### src/rtl/wb_xbar_1xn.sv
// wb_xbar_1xn: single-master to NUM_SLAVES-slave Wishbone crossbar with address decode, error response and error counter
//
// Ports:
//   clk, rst        system clock, asynchronous active-high reset
//   wbm_*           master-side Wishbone port (adr/dat/we/sel/cyc/stb in, dat/ack/err out)
//   wbs_adr/dat/we/sel_o  broadcast copies of the master request
//   wbs_cyc/stb_o   per-slave cycle/strobe (only the selected slave while BUSY)
//   wbs_dat_i       packed per-slave read data, slice k from slave k
//   wbs_ack_i       per-slave acknowledge
//   err_cnt_o       saturating count of wbm_err_o pulses
// Optional feature: define WB_XBAR_TIMEOUT_EN to add a BUSY watchdog of TIMEOUT_CYCLES cycles.
module wb_xbar_1xn #(
   parameter int NUM_SLAVES = 3,
   parameter int ADDR_W = 32,
   parameter int DATA_W = 32,
   parameter logic [NUM_SLAVES*ADDR_W-1:0] SLAVE_BASE = {32'h1000, 32'h0400, 32'h0200},
   parameter logic [NUM_SLAVES*ADDR_W-1:0] SLAVE_MASK = {32'hFFFFF000, 32'hFFFFFFF0, 32'hFFFFFE00},
   parameter int TIMEOUT_CYCLES = 255
) (
   input  logic                     clk,
   input  logic                     rst,
   input  logic [ADDR_W-1:0]        wbm_adr_i,
   input  logic [DATA_W-1:0]        wbm_dat_i,
   input  logic                     wbm_we_i,
   input  logic [DATA_W/8-1:0]      wbm_sel_i,
   input  logic                     wbm_cyc_i,
   input  logic                     wbm_stb_i,
   output logic [DATA_W-1:0]        wbm_dat_o,
   output logic                     wbm_ack_o,
   output logic                     wbm_err_o,
   output logic [ADDR_W-1:0]        wbs_adr_o,
   output logic [DATA_W-1:0]        wbs_dat_o,
   output logic                     wbs_we_o,
   output logic [DATA_W/8-1:0]      wbs_sel_o,
   output logic [NUM_SLAVES-1:0]    wbs_cyc_o,
   output logic [NUM_SLAVES-1:0]    wbs_stb_o,
   input  logic [NUM_SLAVES*DATA_W-1:0] wbs_dat_i,
   input  logic [NUM_SLAVES-1:0]    wbs_ack_i,
   output logic [7:0]               err_cnt_o
);
   localparam int SW = NUM_SLAVES > 1 ? $clog2(NUM_SLAVES) : 1;
   typedef enum logic [1:0] {IDLE, BUSY, ERR} state_t;
   state_t state;
   logic [SW-1:0] sel_q, hit_idx;
   logic hit, busy;
`ifdef WB_XBAR_TIMEOUT_EN
   logic [15:0] wd_q;
`endif
   // Scan from the top down so the lowest matching index is the one left standing.
   always_comb begin
      hit = 1'b0;
      hit_idx = '0;
      for (int k = NUM_SLAVES - 1; k >= 0; k--)
         if ((wbm_adr_i & SLAVE_MASK[k*ADDR_W +: ADDR_W]) == (SLAVE_BASE[k*ADDR_W +: ADDR_W] & SLAVE_MASK[k*ADDR_W +: ADDR_W])) begin
            hit = 1'b1;
            hit_idx = SW'(k);
         end
   end
   assign busy = state == BUSY;
   assign wbs_adr_o = wbm_adr_i;
   assign wbs_dat_o = wbm_dat_i;
   assign wbs_we_o = wbm_we_i;
   assign wbs_sel_o = wbm_sel_i;
   assign wbs_cyc_o = busy ? NUM_SLAVES'(wbm_cyc_i) << sel_q : '0;
   assign wbs_stb_o = busy ? NUM_SLAVES'(wbm_stb_i) << sel_q : '0;
   // Gating with wbm_cyc_i keeps an abort cycle silent even if the slave acks late.
   assign wbm_ack_o = busy & wbm_cyc_i & wbs_ack_i[sel_q];
   assign wbm_dat_o = busy ? wbs_dat_i[sel_q*DATA_W +: DATA_W] : '0;
   assign wbm_err_o = state == ERR;
   always_ff @(posedge clk or posedge rst)
      if (rst) begin
         state <= IDLE;
         sel_q <= '0;
         err_cnt_o <= '0;
`ifdef WB_XBAR_TIMEOUT_EN
         wd_q <= '0;
`endif
      end else begin
         unique case (state)
            IDLE:
               if (wbm_cyc_i & wbm_stb_i) begin
                  if (hit) sel_q <= hit_idx;
                  state <= hit ? BUSY : ERR;
               end
            BUSY:
               if (!wbm_cyc_i || wbm_ack_o) state <= IDLE;
`ifdef WB_XBAR_TIMEOUT_EN
               else if (wd_q == 16'(TIMEOUT_CYCLES - 1)) state <= ERR;
`endif
            default: state <= IDLE;
         endcase
         if (wbm_err_o && err_cnt_o != 8'hFF) err_cnt_o <= err_cnt_o + 8'd1;
`ifdef WB_XBAR_TIMEOUT_EN
         // Zero outside BUSY, so it is already clear on entry to BUSY.
         wd_q <= busy ? wd_q + 16'd1 : '0;
`endif
      end
endmodule

### config.mk
export PLATFORM = sky130hd
export DESIGN_NAME = wb_xbar_1xn
export DESIGN_NICKNAME = d
export VERILOG_FILES = /design/src/rtl/wb_xbar_1xn.sv
export SDC_FILE = /design/constraint.sdc
export NUM_CORES = 1
export LEC_CHECK = 0
export ABC_AREA = 1
export CORE_AREA = 10 10 103 105
export CTS_BUF_LIST = sky130_fd_sc_hd__clkbuf_8
export CTS_CLUSTER_SIZE = 40
export DETAILED_ROUTE_END_ITERATION = 8
export DIE_AREA = 0 0 113 115
export HOLD_SLACK_MARGIN = 0.15
export PLACE_DENSITY_LB_ADDON = 0.08
export SLEW_MARGIN = 20
export SYNTH_ARGS = -nofsm -noshare
export SYNTH_HDL_FRONTEND = slang
export SYNTH_SLANG_ARGS = --single-unit
export TNS_END_PERCENT = 10
### constraint.sdc
create_clock -name clk -period 4.15 [get_ports clk]
set_clock_uncertainty 0.2 [all_clocks]
set_input_delay 0.83 -clock clk [delete_from_list [all_inputs] [get_ports clk]]
set_output_delay 0.83 -clock clk [all_outputs]
set_load 0.005 [all_outputs]
# Word level (Yosys, flattened, before mapping)

Index checks and enable logic that the tools add are counted.

Shift operators: 3
Eq/ne operators: 8
Bitwise logic cells: 3
Add/sub/neg operators: 1
Reductions and logical operators: 6
Multiplexer cells: 15
Order comparisons: 1

Operators with widths:

| kind                  | number |
|---|---|
| $shiftx A96 B8 Y32    | 1 |
| $mux W32              | 1 |
| $eq A28 B7 Y1 const B | 1 |
| $eq A23 B1 Y1 const B | 1 |
| $eq A20 B1 Y1 const B | 1 |
| $mux W2               | 6 |
| $add A8 B1 Y8 const B | 1 |
| $ne A8 B8 Y1 const B  | 1 |
| $mux W3               | 2 |
| $shl A1 B2 Y3         | 2 |
| $mux W1               | 4 |
| $pmux W2 S2           | 1 |
| $and A1 B1 Y1         | 3 |
| $lt A2 B3 Y1 const B  | 1 |
| $reduce_and A3 Y1     | 1 |
| $bmux W1 S2           | 1 |
| $eq A2 B1 Y1 const B  | 1 |
| $eq A2 B2 Y1 const B  | 1 |
| $logic_not A2 Y1      | 1 |
| $ne A2 B1 Y1 const B  | 1 |
| $ne A2 B2 Y1 const B  | 1 |
| $reduce_and A2 Y1     | 1 |
| $logic_and A1 B1 Y1   | 1 |
| $logic_not A1 Y1      | 1 |
| $logic_or A1 B1 Y1    | 1 |

Output and inout bits: 117
Word-level logic and storage cells: 40
Register bits after elaboration: 12
Bits of input ports: 172

# Depth between registers and ports, before layout

Gate-level depths: netlist of run 1.

Depth after elaboration: 7
Mapped depth: 10

# Worst setup path before layout of run 1

No wires, ideal clock.

Path type: input-to-output
Start point: input port wbs_ack_i[0]
End point: output port wbm_ack_o
Cell stages on the path: 3
Buffers on the path: 0
Slack: 1.883 ns
Data arrival time: 1.237 ns
Cell sequence: nor2_1 -> o31a_1 -> nor2_1

Longest elaborated chain between the ends: 3

RTL lines:

| item                          | RTL line | RTL |
|---|---|---|
| start: declaration            | 38       | `input logic [NUM_SLAVES-1:0] wbs_ack_i,` |
| $bmux W1 S2                   | 67       | `assign wbm_ack_o = busy & wbm_cyc_i & wbs_ack_i[sel_q];` |
| $mux W1 (not written as such) | 67       |  |
| $and A1 B1 Y1                 | 67       |  |
| end: declaration              | 29       | `output logic wbm_ack_o,` |

No other way between the ends. The select of a mux whose other input is x is not followed.

# Worst setup path in the final report of run 1

Start point: register state[0]
End point: output port wbm_dat_o[2]

Longest elaborated chain between the ends: 2

RTL lines:

| item                     | RTL line | RTL |
|---|---|---|
| start: declaration       | 43       | `state_t state;` |
| start signal: assignment | 83       | `state <= hit ? BUSY : ERR;` |
| $eq A2 B1 Y1             | 59       | `assign busy = state == BUSY;` |
| $mux W32                 | 68       | `assign wbm_dat_o = busy ? wbs_dat_i[sel_q*DATA_W +: DATA_W] : '0;` |
| end: declaration         | 28       | `output logic [DATA_W-1:0] wbm_dat_o,` |

No other way between the ends.

==> impl_metrics.toml, run 1 <==
[timing]
finalSetupViolCount = 0
tightest_slew_ns = 0.699
report.final.slew_viol_count = 0
rsz0062_at_grt = "no"
final-hold-violation-count = 0
finalCriticalPeriod_ns = 3.47
max_slew_margin_pct = 53.3
period_share_pct = 83.6
fmax_ghz = 0.288
setup-tns-final_ns = 0

[clocking]
postCtsSetupBuffers = 0
ctsHoldBuffers = 0
clock-sinks = 12
clock-root-buffer = "clkbuf_8"
clockBufferDepth = 2
clkTransAtPathRegs_ns = 0.06
cts_tree = "yes"
numCtsBuffers = 3
clkLatencyLatePin_ns = 0.24
htree_levels = 1
post_cts_resize_count = 0

[logic_synthesis]
synth_area_um2 = 2270
synth_top_family_by_area = "buffers and inverters"
syn_nets = 524
ys_seq_area_share_pct = 13.2
synth_compound_area_share_pct = 7.65
ys_ff_latch = 12
avgSynthCellArea_um2 = 6.47
synthSimpleGateAreaFrac_pct = 29.8
yosysWarnings = 0
synth.area.mux_share_pct = 14.1
synthCells = 351
synth-xor-area-share_pct = 2.31
ys_types = 22
yosys.area_share.adder_pct = 0.551

[worst_setup_path]
path_max_fanout = 34
required_ns = 3.12
start_kind = "flip-flop"
cp_data_arrival_time_ns = 2.44
critPathKind = "reg -> out"
critPathTopFamily = "simple AND/OR/NAND/NOR gates"
worst-path-buf-inv = 2
path_cells = "inv_2 -> nor2_4 -> nand2_2 -> o21ai_0 -> clkdlybuf4s50_1"
setup.worst_path.end_class = "output pin"
crit_slowest_cell = "clkdlybuf4s50_1"
critPathMaxStageDelay_ns = 0.54

[final_layout]
areaGrowthSynthToFinish_pct = 74.5
finalNetCount = 657
fill_cells = 878
final_layout_size_suffix_gt1_share_pct = 4.76
layout_common_cells = "clkdlybuf4s50_1 (206), nand3_1 (47), nand2_1 (44)"
mostFrequentLayoutCell = "clkdlybuf4s50_1"

[floorplanning]
dieWidth_um = 113
dieHeight_um = 115
core_area_um2 = 8550
core.rowCount = 34
io_pins = 289
initial_core_util_pct = 26.6
die_area_um2 = 13000

[global_route]
grt_start_max_net_pins = 39
antenna_found_initial = 1
grt_use_total_pct = 16.5
grt_pass1_wl_um = 17100
overflow = 0
grt_pass1_vias = 2848

[pwr]
irDropWorstVdd_uv = 101
p_per_area_nw_per_um2 = 147
power_mw = 0.583
power.leakage_nw = 1.48

[run_status]
status = "finished clean"

[placement]
numPortBuffers = 206
dp_hpwl_um = 9810
place.gp.congestion = 0.803

[detailed_routing]
postRouteWirelength_um = 11200
via_per_inst = 4.56
dr.pass1.iters = 4
ant_nets = 0
drt-initial-drc-count = 89
num_vias = 2702
drc_errors = 0
drt-wirelength-per-cell_um = 19.0

[worst_hold_path]
min_path_type = "reg -> reg"

[flow_run]
maxCapViolations = 0
[synth_stat cells]
master   number  share of area [%]
a21oi_1       1               0.22
buf_2         9                2.0
buf_4        73                 24
dfrtp_1      12                 13
ha_1          1               0.55
inv_1        35                5.8
inv_2         3               0.50
mux2i_1      32                 14
nand2_1      44                7.3
nand2_2       4                1.1
nand2_4       1               0.50
nand3_1      47                 10
nand4_1       1               0.28
nor2_1       35                5.8
nor2_2        1               0.28
nor2_4        5                2.5
nor3_1        8                1.8
o21ai_0       4               0.88
o21ai_1      28                6.2
o31a_1        1               0.39
xnor2_1       2               0.77
xor2_1        4                1.5
[worst paths after layout]
path,start,end,slack (ns),cells past startpoint
worst max-delay path,state[0],wbm_dat_o[2],0.68,5
worst min-delay path,err_cnt_o[4],err_cnt_o[4],0.31,1
worst max register to register,sel_q[0],state[0],2.41,5
worst min register to register,err_cnt_o[4],err_cnt_o[4],0.31,1
max in group asynchronous,rst,sel_q[0],2.67,2
min in group asynchronous,rst,err_cnt_o[4],0.71,2
[cell type report]
cell class	instances	area [um^2]	area share, %
Sequential cell	12	302	7.60
Tap cell	108	135	3.41
Timing Repair Buffer	210	2090	52.8
Inverter	38	143	3.60
Clock buffer	4	55.1	1.39
Multi-Input combinational cell	219	1240	31.2
Antenna cell	1	2.50	0.0631
[report_power, final]
group / leakage, nW / switching [mW] / internal (mW) / total, mW
registers: 0.152 / 0.0233 / 0.140 / 0.164
logic: 1.30 / 0.0923 / 0.200 / 0.292
clock network: 0.0288 / 0.0435 / 0.0837 / 0.127
total: 1.48 / 0.159 / 0.424 / 0.583
[flip-flops by register name (all words and copies together), names as in the netlist]
register,flops
sel_q,2
state,2
err_cnt_o,8
[metal layers]
metal  global-route usage [%]  vias to the layer above  part of all wire, %  routed length, um
met3                     8.28                        8                   13               1440
met2                     28.2                      175                   47               5300
met4                     3.05                        0                 0.90                101
li1                         -                     1332                    -                  -
met5                        0                        -                    0                  0
met1                     18.1                     1187                   39               4400
[metrics by stage]
| stage | worst slack [ns] | hold slack (ns) | util, % | std cells | area, um^2 |
|---|---|---|---|---|---|
| 3_3_place_gp | 0.744 | 0.301 | 45.7 | 587 | 3910 |
| 4_1_cts | 0.632 | 0.318 | 46.3 | 591 | 3960 |
| 2_1_floorplan | 1.88 | 0.287 | - | 351 | 2270 |
| 5_1_grt | 0.426 | 0.333 | 46.4 | 592 | 3970 |
| 3_5_place_dp | 0.720 | 0.308 | 45.7 | 587 | 3910 |
| 6_report | 0.680 | 0.309 | 46.4 | 592 | 3970 |
[cells by family after synthesis]
kind of cell | Yosys count
fa+ha+maj | 1
xor+xnor | 6
mux | 32
flops | 12
buf+inv | 120
simple gates | 146
compound gates | 34
(Power assumes the default switching activity.)
==> run 2, diff against run 1 <==
Settings changed: CORE_AREA 10 10 103 105 to not set, CORE_MARGIN set to 10, CORE_UTILIZATION set to 27, DIE_AREA 0 0 113 115 to not set.
Clock period 4.15 ns to 3.2 ns, I/O delays scaled along.
==> impl_metrics.toml, run 2 (synthesis results as in run 1) <==
[run_status]
status = "finished clean"

[worst_setup_path]
required_ns = 2.36
critPathTopFamily = "buffers and inverters"
setup.worst_path.end_class = "output pin"
path_cells = "clkdlybuf4s50_1 -> inv_1 -> nor2_1 -> inv_1 -> nor3_1 -> clkdlybuf4s50_1"
path_max_fanout = 3
r2r-start = "err_cnt_o[0]"
r2r_cells = 8
cp_data_arrival_time_ns = 2.16
critPathKind = "in -> out"
ff2ff_setup_slack_ns = 1.53
start_kind = "input port"
worst-path-buf-inv = 4
critPathMaxStageDelay_ns = 0.59
worstReg2RegEnd = "err_cnt_o[7]"
crit_slowest_cell = "clkdlybuf4s50_1"
startpoint = "wbm_cyc_i"

[placement]
numPortBuffers = 206
place.gp.congestion = 0.915
dp_hpwl_um = 9250
dp_cells = 584

[timing]
fmax_ghz = 0.333
setup-tns-final_ns = 0
max_slew_margin_pct = 70.1
report.final.slew_viol_count = 0
finalCriticalPeriod_ns = 3.00
period_share_pct = 93.8
rsz0062_at_grt = "no"
tightest_slew_ns = 0.445
final-hold-violation-count = 0
finalSetupViolCount = 0

[floorplanning]
io_pins = 289
dieWidth_um = 112
core.rowCount = 33
dieHeight_um = 112
core_area_um2 = 8220
initial_core_util_pct = 27.7
die_area_um2 = 12500

[global_route]
grt_pass1_wl_um = 16100
grt_use_total_pct = 15.7
grt_pass1_vias = 2754
antenna_found_initial = 0
grt_start_max_net_pins = 33
overflow = 0

[clocking]
clkLatencyLatePin_ns = 0.25
clockBufferDepth = 2
htree_levels = 1
postCtsSetupBuffers = 0
clock-root-buffer = "clkbuf_8"
cts_tree = "yes"
numCtsBuffers = 3
post_cts_resize_count = 0
clkTransAtPathRegs_ns = 0.06
clock-sinks = 12
ctsHoldBuffers = 0

[final_layout]
areaGrowthSynthToFinish_pct = 74.8
n_antenna_cell = 0
layout_common_cells = "clkdlybuf4s50_1 (206), nand3_1 (47), nand2_1 (44)"
reg_top3 = "err_cnt_o x8, sel_q x2, state x2"
seq_area_um2 = 302
top_register = "err_cnt_o"
final_layout_size_suffix_gt1_share_pct = 4.76
stdcell_count = 588
fill_cells = 817
multi_input_area_um2 = 1240
finalNetCount = 657
mostFrequentLayoutCell = "clkdlybuf4s50_1"
largest_register_ffs = 8

[worst_hold_path]
min_path_type = "reg -> reg"
holdPathStages = 1
hp-start = "err_cnt_o[4]"
whs_endpoint = "err_cnt_o[4]"

[pwr]
p_per_area_nw_per_um2 = 192
irDropWorstVdd_uv = 133
power.leakage_nw = 1.49

[flow_run]
maxCapViolations = 0

[detailed_routing]
drt-initial-drc-count = 108
ant_nets = 0
dr.pass1.iters = 4
drc_errors = 0
via_per_inst = 4.52
num_vias = 2658
postRouteWirelength_um = 10700
drt-wirelength-per-cell_um = 18.1
run 2: through the flow:
stage                     utilization [%]  instance area (um^2)  power (mW)  hold WS, ns  worst slack, ns
after floorplan                         -                  2270       0.376        0.287             1.31
after global placement               47.7                  3920       0.595        0.286            0.222
after detailed placement             47.7                  3920       0.603        0.294            0.186
after CTS                            48.3                  3970       0.772        0.301            0.184
after global routing                 48.3                  3970       0.809        0.324           0.0899
final                                48.3                  3970       0.764        0.298            0.198
run 2: cell type report:
| cell class | instances | share of cell area, % |
|---|---|---|
| repair buffers | 210 | 53.0 |
| multi-input cells | 219 | 31.1 |
| flip-flops and latches | 12 | 7.59 |
| inverters | 38 | 3.59 |
| well taps | 105 | 3.31 |
| clock buffers | 4 | 1.39 |
run 2: routing by layer:
| metal | wire length, um | GRT usage, % | vias up |
|---|---|---|---|
| met5 | 0 | 0 | - |
| met4 | 66 | 1.97 | 0 |
| met3 | 1220 | 7.41 | 6 |
| met2 | 5050 | 26.7 | 159 |
| met1 | 4330 | 17.8 | 1160 |
| li1 | - | - | 1333 |
run 2: worst max path at each step:
| stage | slack [ns] | depth (start not counted) | to |
|---|---|---|---|
| floorplan | 1.31 | 3 | wbm_ack_o |
| finish | 0.20 | 6 | wbs_cyc_o[2] |
| detailed placement | 0.19 | 6 | wbs_cyc_o[2] |
| global placement | 0.22 | 6 | wbs_cyc_o[2] |
| global route | 0.09 | 6 | wbs_cyc_o[2] |
| CTS | 0.18 | 6 | wbs_cyc_o[2] |
run 2: report_power, final:
part | leakage, nW | internal, mW | switching [mW]
sequential | 0.152 | 0.182 | 0.0308
clock | 0.0288 | 0.109 | 0.0597
combinational | 1.31 | 0.260 | 0.123
run 2: worst reg2reg max path, stage by stage (launching register included):
cell,delay [ns]
dfrtp_1,0.40
ha_1,0.24
nand2_1,0.14
nor2_1,0.07
nand2_2,0.11
nand2_4,0.09
nor2_4,0.13
nand2_1,0.07
xor2_1,0.14
